**src/rtl/oled_pattern_scheduler.sv**
```systemverilog
// Frame-synchronous test-pattern scheduler for the OLED video path.
// Rotates among four RGB565 patterns on a dwell timer or a manual advance, switching only at frame wraps.
module oled_pattern_scheduler #(
  parameter int C_x_max        = 127,
  parameter int C_y_max        = 159,
  parameter int C_dwell_frames = 60
) (
  input  logic        clk,
  input  logic        resn,
  input  logic [6:0]  x,
  input  logic [7:0]  y,
  input  logic        advance,
  input  logic        auto_en,
  output logic [15:0] color,
  output logic [1:0]  pattern,
  output logic        frame_tick
);

  localparam logic [6:0] X_MAX      = 7'(C_x_max);
  localparam logic [7:0] Y_MAX      = 8'(C_y_max);
  localparam logic [7:0] DWELL_LAST = 8'(C_dwell_frames - 1);

  typedef enum logic {S_HOLD, S_PENDING} state_t;

  state_t      state, state_nxt;
  logic [6:0]  x_prev;
  logic [7:0]  y_prev;
  logic        adv_meta, adv_sync, adv_last;
  logic [7:0]  dwell, dwell_nxt;
  logic [4:0]  anim, anim_nxt;
  logic [1:0]  pattern_nxt;
  logic [15:0] color_nxt;
  logic        wrap, adv_edge, manual_step, auto_step;

  // A wrap is the first cycle the scan moves away from the last pixel of the frame.
  assign wrap        = (x_prev == X_MAX) && (y_prev == Y_MAX) && ((x != x_prev) || (y != y_prev));
  assign adv_edge    = adv_sync & ~adv_last;
  assign manual_step = (state == S_PENDING) || adv_edge;
  assign auto_step   = auto_en && (dwell == DWELL_LAST);

  always_ff @(posedge clk or negedge resn) begin
    if (!resn) begin
      x_prev   <= '0;
      y_prev   <= '0;
      adv_meta <= 1'b0;
      adv_sync <= 1'b0;
      adv_last <= 1'b0;
    end else begin
      x_prev   <= x;
      y_prev   <= y;
      adv_meta <= advance;
      adv_sync <= adv_meta;
      adv_last <= adv_sync;
    end
  end

  always_ff @(posedge clk or negedge resn) begin
    if (!resn) begin
      state      <= S_HOLD;
      pattern    <= '0;
      dwell      <= '0;
      anim       <= '0;
      frame_tick <= 1'b0;
      color      <= '0;
    end else begin
      state      <= state_nxt;
      pattern    <= pattern_nxt;
      dwell      <= dwell_nxt;
      anim       <= anim_nxt;
      frame_tick <= wrap;
      color      <= color_nxt;
    end
  end

  // Manual and auto switches landing on the same wrap merge into a single step.
  always_comb begin
    state_nxt   = state;
    pattern_nxt = pattern;
    dwell_nxt   = dwell;
    anim_nxt    = anim;
    if (wrap) begin
      anim_nxt  = anim + 5'd1;
      state_nxt = S_HOLD;
      if (manual_step || auto_step) begin
        pattern_nxt = pattern + 2'd1;
        dwell_nxt   = '0;
      end else if (auto_en) begin
        dwell_nxt = dwell + 8'd1;
      end
    end else if (adv_edge) begin
      state_nxt = S_PENDING;
    end
    if (!auto_en) dwell_nxt = '0;
  end

  // Built from the post-wrap pattern/anim so the second cycle of pixel (0,0) already shows the new frame.
  always_comb begin
    color_nxt = '0;
    unique case (pattern_nxt)
      2'd0: color_nxt = (x[3] ^ y[3]) ? 16'h07E0 : 16'hF800;
      2'd1: begin
        unique case (x[6:4])
          3'd0: color_nxt = 16'hFFFF;
          3'd1: color_nxt = 16'hFFE0;
          3'd2: color_nxt = 16'h07FF;
          3'd3: color_nxt = 16'h07E0;
          3'd4: color_nxt = 16'hF81F;
          3'd5: color_nxt = 16'hF800;
          3'd6: color_nxt = 16'h001F;
          3'd7: color_nxt = 16'h0000;
        endcase
      end
      2'd2: color_nxt = {y[7:3], x[6:1], anim_nxt};
      2'd3: color_nxt = {anim_nxt, 6'd0, ~anim_nxt};
    endcase
  end

endmodule
```
**config.mk**
```make
export PLATFORM = sky130hd
export DESIGN_NAME = oled_pattern_scheduler
export DESIGN_NICKNAME = d
export VERILOG_FILES = /design/src/rtl/oled_pattern_scheduler.sv
export SDC_FILE = /design/constraint.sdc
export NUM_CORES = 1
export LEC_CHECK = 0
export CAP_MARGIN = 0
export CORE_AREA = 4 4 88 82
export CTS_BUF_LIST = sky130_fd_sc_hd__clkbuf_4
export DETAILED_ROUTE_END_ITERATION = 10
export DIE_AREA = 0 0 92 86
export PLACE_DENSITY = 0.6
export SLEW_MARGIN = 40
export SYNTH_ARGS = -nofsm -noshare
export SYNTH_HDL_FRONTEND = slang
export SYNTH_SLANG_ARGS = --single-unit
```
**constraint.sdc**
```tcl
create_clock -name clk -period 3.8 [get_ports clk]
set_input_delay 0.38 -clock clk [delete_from_list [all_inputs] [get_ports clk]]
set_output_delay 0.38 -clock clk [all_outputs]
set_load 0.01 [all_outputs]
```
### Word-level counts from Yosys, hierarchy flattened

Memory sizes are Yosys's and may differ from the RTL's.
Index checks and enable logic that the tools add are counted.

| cells by class | value |
|---|---|
| add/subtract/negate cells | 3 |
| equality and inequality tests | 9 |
| multiplexer cells | 10 |
| bitwise gates (word level) | 4 |
| reduce and logical (&&, ||, !) cells | 8 |

Operators with widths:

| kind | count |
|---|---|
| one-hot mux 16 bit (4 select lines) | 1 |
| two-way mux 8 bit | 3 |
| two-way mux 16 bit | 1 |
| adder 8 x 1 -> 8 bit, second input constant | 1 |
| equality test 8 x 6 -> 1 bit, second input constant | 1 |
| equality test 8 bit, second input constant | 1 |
| != test 8 bit | 1 |
| equality test 7 bit, second input constant | 1 |
| != test 7 bit | 1 |
| adder 5 x 1 -> 5 bit, second input constant | 1 |
| two-way mux 5 bit | 1 |
| NOT 5 bit | 1 |
| equality test 2 bit, second input constant | 2 |
| two-way mux 2 bit | 2 |
| logical AND 1 bit | 3 |
| logical OR 1 bit | 3 |
| adder 2 x 1 -> 2 bit, second input constant | 1 |
| equality test 2 x 1 -> 1 bit, second input constant | 1 |
| logical NOT 2 bit | 1 |
| two-way mux 1 bit | 2 |
| != test 2 x 1 -> 1 bit, second input constant | 1 |
| nonzero test 2 bit | 1 |
| AND 1 bit | 1 |
| NOT 1 bit | 1 |
| XOR 1 bit | 1 |

| word-level totals | value |
|---|---|
| register bits after elaboration | 51 |
| memory bits (read-only) | 128 |
| bits of input ports | 19 |
| output and inout bits | 19 |
| word-level logic and storage cells | 46 |
| memories | 1 |

Memories:

| name | depth | width | read ports | clocked after Yosys merged registers in | write ports | line | RTL |
|---|---|---|---|---|---|---|---|
| (no name shown) | 8 | 16 | 1 | 0 | 0 | 102 | `unique case (x[6:4])` |

### Logic depth before layout (Yosys ltp)

| logic depth | value |
|---|---|
| word-level depth | 8 |
| depth in mapped cells | 11 |
| depth with buffers taken out | 9 |

### Worst setup path before layout

No wires, ideal clock.

| timing | value |
|---|---|
| kind | flip-flop to flip-flop |
| start point | register y_prev[6] |
| end point | register color[7] |
| setup time | 0.124 ns |
| arrival time | 2.281 ns |
| data required time | 3.676 ns |
| setup slack | 1.395 ns |
| stages on the path, launching flop included | 9 |
| path buffers | 2 |
| clock period less this slack | 2.405 ns |
| cells stage by stage | dfrtp_1 nand4bb_1 or4_1 buf_2 or3_1 buf_6 xnor2_4 o22ai_1 a211o_1 |

| on the way | value |
|---|---|
| longest elaborated chain between the ends | 6 |
| elaborated cells on any way between the ends | 11 |
| those cells by class | 5 x eq/ne; 2 x mux; 4 x reduce/logical |

Ends and longest elaborated chain:

| item | line | RTL |
|---|---|---|
| start, declared | 27 | `logic [7:0] y_prev;` |
| start signal, assigned | 50 | `y_prev <= y;` |
| equality test 8 bit or != test 8 bit (tied branches) | 36 | `assign wrap = (x_prev == X_MAX) && (y_prev == Y_MAX) && ((x != x_prev) \|\| (y != y_prev));` |
| logical AND 1 bit or logical OR 1 bit (tied branches) | 36 |  |
| logical AND 1 bit (*) | 36 |  |
| two-way mux 2 bit (*) | 81 | `if (wrap) begin` |
| equality test 2 bit, or another cell as far along | 99 | `unique case (pattern_nxt)` |
| one-hot mux 16 bit (4 select lines) (*) | 99 |  |
| net color_nxt[7] | 32 | `logic [15:0] color_nxt;` |
| end signal, assigned | 71 | `color <= color_nxt;` |
| end, declared | 14 | `output logic [15:0] color,` |

Mark *: on every way through the listed nets, which the timed path passes. The rest lies on a longest branch.
A chain may end at the register's enable or synchronous reset.

### Final worst setup path

| timing | value |
|---|---|
| start point | input x[6] |
| end point | register color[9] |

| on the way | value |
|---|---|
| longest elaborated chain between the ends | 6 |
| elaborated cells on any way between the ends | 10 |
| those cells by class | 4 x eq/ne; 2 x mux; 3 x reduce/logical; 1 x memory |

Ends and longest elaborated chain:

| item | line | RTL |
|---|---|---|
| start, declared | 10 | `input logic [6:0] x,` |
| != test 7 bit | 36 |  |
| logical OR 1 bit | 36 |  |
| logical AND 1 bit | 36 |  |
| two-way mux 2 bit | 81 |  |
| equality test 2 bit, or another cell as far along | 99 |  |
| one-hot mux 16 bit (4 select lines) (*) | 99 |  |
| net color_nxt[9] | 32 |  |

Marks and branches as above.

==> results by group <==
Outcome
  • Run status: completed

GRT
  • GR Overflow Total: 0
  • Global-route wire length before repair: 9430 um
  • Overall routing resource usage: between 15 and 20%
  • Vias in the first global route: between 1.5k and 2k
  • Met2 Use GR: between 20% and 30%
  • Most Crowded Layer GR: met1
  • Largest net degree at the start of global routing: 52
  • Initial antenna violation count: 0
  • M3 GR Usage: between 3 and 4%
  • Met1 Use GR: 24.2%

Floorplanning
  • Ports: 38
  • Initial Util: between 30% and 40%
  • # rows: 28
  • Die area: slightly below 8000 um^2
  • Chip Height: about 86 um
  • DIE WIDTH: ~90 um
  • Total core area: between 6000 and 7000 um^2

Synth
  • Post-synth ARST share: 100%
  • Mapped Cells: approximately 230
  • Compound-Gate Fraction of Synth Area: between 10 and 15%
  • Simple-gate share of the synthesized area: 18.5%
  • Xor and xnor fraction of the mapped netlist area: under 10%
  • Ys Warns: 0
  • Commonest cells post-synth: dfrtp_1, nor2_1, xor2_1
  • Mean Syn Cell Area: approximately 10 um^2
  • Cell area after synthesis: roughly 2400 um^2
  • Sequential fraction of the synthesis area: 52.3%
  • Post-synth top area share: 52.3%
  • Share of cell area taken by muxes after synthesis: roughly 2.1%
  • Largest cells by area after synthesis: dfrtp_1, xor2_1, nor2_1
  • Seq cells post-synth: 51
  • Synth Net Count: approximately 250
  • Most common cell in the netlist: dfrtp_1
  • Synth Flop Type: dfrtp_1
  • Largest area contributor in the netlist: dfrtp_1
  • Synth cell types: 48
  • Synth Area in Adders: 1.03%
  • Number of synthesized flops with an enable pin: 0
  • Largest family of logic cells by synthesized area: simple AND/OR/NAND/NOR gates

Cells and area
  • Layout cells sized above 1: 6.23%
  • FILL cells: 606
  • Ant diodes: 0
  • Nets: 293
  • Area grow syn2layout: 21.1%

Critical path
  • Setup CP Type: in2reg
  • Critical path arrival: 3.22 ns
  • Worst Setup End Kind: register
  • Worst setup SP type: input pin
  • Critical Path RT: between 4 and 5 ns
  • CP Max Fanout: 10

Detailed routing
  • Via density: between 5 and 6
  • Routed WL per cell: roughly 15 um
  • Vias after detailed routing: between 1.5k and 2k
  • DRC errors left: 0
  • Drt pass-1 iters: 4
  • DRT antenna net count: 0
  • Routed wire length: approximately 5600 um
  • DRT iter0 DRCs: about 130

STA
  • Max-slew violations: 0
  • RSZ-0062 raised after global routing: false
  • Final min period: a little under 3 ns
  • Rel. slew slack: a little under half
  • Clk_skew: around 0.016 ns
  • Pin slew with the least headroom to its limit: around 0.77 ns
  • Final setup viols: 0
  • Final period util: between 70% and 80%
  • Final setup TNS: 0 ns
  • Fmax: 344 MHz
  • Hold Violations, Final: 0
  • Fin worst setup slack: just under 0.9 ns
  • Hold slack final: 0.107 ns

Clock tree
  • Hold-fix buffers, CTS: 0
  • H-Tree Depth: 2
  • CTS clk-pin slew, worst paths: 0.14 ns
  • Setup Fix Bufs, Post-CTS: 0
  • TritonCTS clock tree: yes
  • Clock buffer depth: 2
  • Resize count post-CTS: 0
  • Clk_lat worst skew: between 0.3 and 0.4 ns
  • Root buffer cell: clkbuf_4
  • CTS buffer count: 5
  • Number of clock sinks: roughly 50

Placement
  • Pre-CTS setup slack: around 0.54 ns
  • Routability cong.: between 0.8 and 0.9
  • Post-DP HPWL: around 4000 um
  • I/O Buffers: 37

Pwr
  • Power per cell area: 319 nW/um^2
  • Leakage: roughly 0.0013 uW
  • Pwr Total: ~940 uW
  • Logic gate share of total power: approximately an eighth
  • Pint: 705 uW
  • Part of the power in registers: between 60% and 70%
  • Sw power: 236 uW
  • Maximum vdd ir drop: 0.148 mV
  • Sw frac: around a quarter
  • Clock share of power: 26.1%

Flow run
  • Max-Cap Viols: 0

Hold path
  • Hold Path Class: in2async
==> flip-flops by register name, summed over array words and instances (netlist names) <==
register and flops:
x_prev 7, adv_sync 1, adv_meta 1, pattern 2
color 16, frame_tick 1, state 1, dwell 8
anim 5, y_prev 8, adv_last 1
==> critical path, stage by stage <==
cell             delay [ns]
clkdlybuf4s50_1        0.55
xor2_1                 0.20
nor4_1                 0.39
and4_1                 0.35
or3_1                  0.46
xnor2_4                0.19
o31ai_1                0.54
a21o_1                 0.16
==> power by group through the flow <==
stage / clock network, uW / logic, uW / registers (uW)
4_1_cts: 257 / 121 / 576
3_3_place_gp: 0 / 122 / 587
2_1_floorplan: 0 / 41.7 / 591
3_5_place_dp: 0 / 121 / 586
5_1_grt: 275 / 132 / 580
6_report: 246 / 119 / 576
==> cells by family after synthesis <==
| family | Yosys count |
|---|---|
| multiplexers | 5 |
| flip-flops | 51 |
| AND/OR/NAND/NOR | 85 |
| XOR/XNOR | 23 |
| buffers and inverters | 17 |
| adder cells (fa/ha/maj) | 2 |
| AO/OA/AOI/OAI | 50 |
==> layout make-up <==
cell class              count  area (um^2)  area share [%]
clock buffers               6         45.0            1.52
clock inverters             2         12.5           0.424
inverters                   9         33.8            1.14
multi-input cells         165         1090            36.8
flip-flops and latches     51         1280            43.2
well taps                  90          113            3.81
repair buffers             40          388            13.1
==> worst paths after layout <==
kind                            startpoint        to  slack, ns  depth (start not counted)
worst min register to register    adv_meta  adv_sync       0.38                          0
min in group clk                  adv_meta  adv_sync       0.38                          0
worst min-delay path                  resn  dwell[2]       0.11                          2
worst max register to register    dwell[0]  color[9]       0.92                          8
worst max-delay path                  x[6]  color[9]       0.89                          8
max in group asynchronous             resn  color[1]       3.27                          2
==> through the flow <==
| step | instances | util (%) | instance area (um^2) |
|---|---|---|---|
| 6_report | 363 | 46.3 | 2950 |
| 5_1_grt | 363 | 46.3 | 2950 |
| 4_1_cts | 363 | 46.3 | 2950 |
| 3_5_place_dp | 355 | 45.4 | 2900 |
| 3_3_place_gp | 355 | 45.4 | 2900 |
| 2_1_floorplan | 233 | - | 2440 |
==> cell usage in the layout, fill, tap and decap left out, types with 2 or more instances in the layout <==
cell,n
nand2_1,13
o31ai_1,2
and2_1,3
xnor2_1,5
nor2_1,20
nor4_1,6
buf_4,3
a211oi_1,5
inv_1,6
xor2_1,17
nand4_1,5
and3_1,6
dfrtp_1,51
nand3b_1,4
a21oi_1,9
clkdlybuf4s50_1,36
mux2i_1,4
o22ai_1,5
o21ai_0,9
clkinv_1,3
or3_1,2
ha_1,2
a21boi_0,6
nand3_1,11
a21o_1,4
nor3_1,7
clkbuf_4,6
==> per-layer routing <==
| layer | share of wire (%) | routed length [um] |
|---|---|---|
| met3 | 4.5 | 250 |
| met1 | 55 | 3080 |
| met5 | 0 | 0 |
| met4 | 0.83 | 46 |
| met2 | 39 | 2190 |
Note: power is estimated with default switching activity, not from simulation.
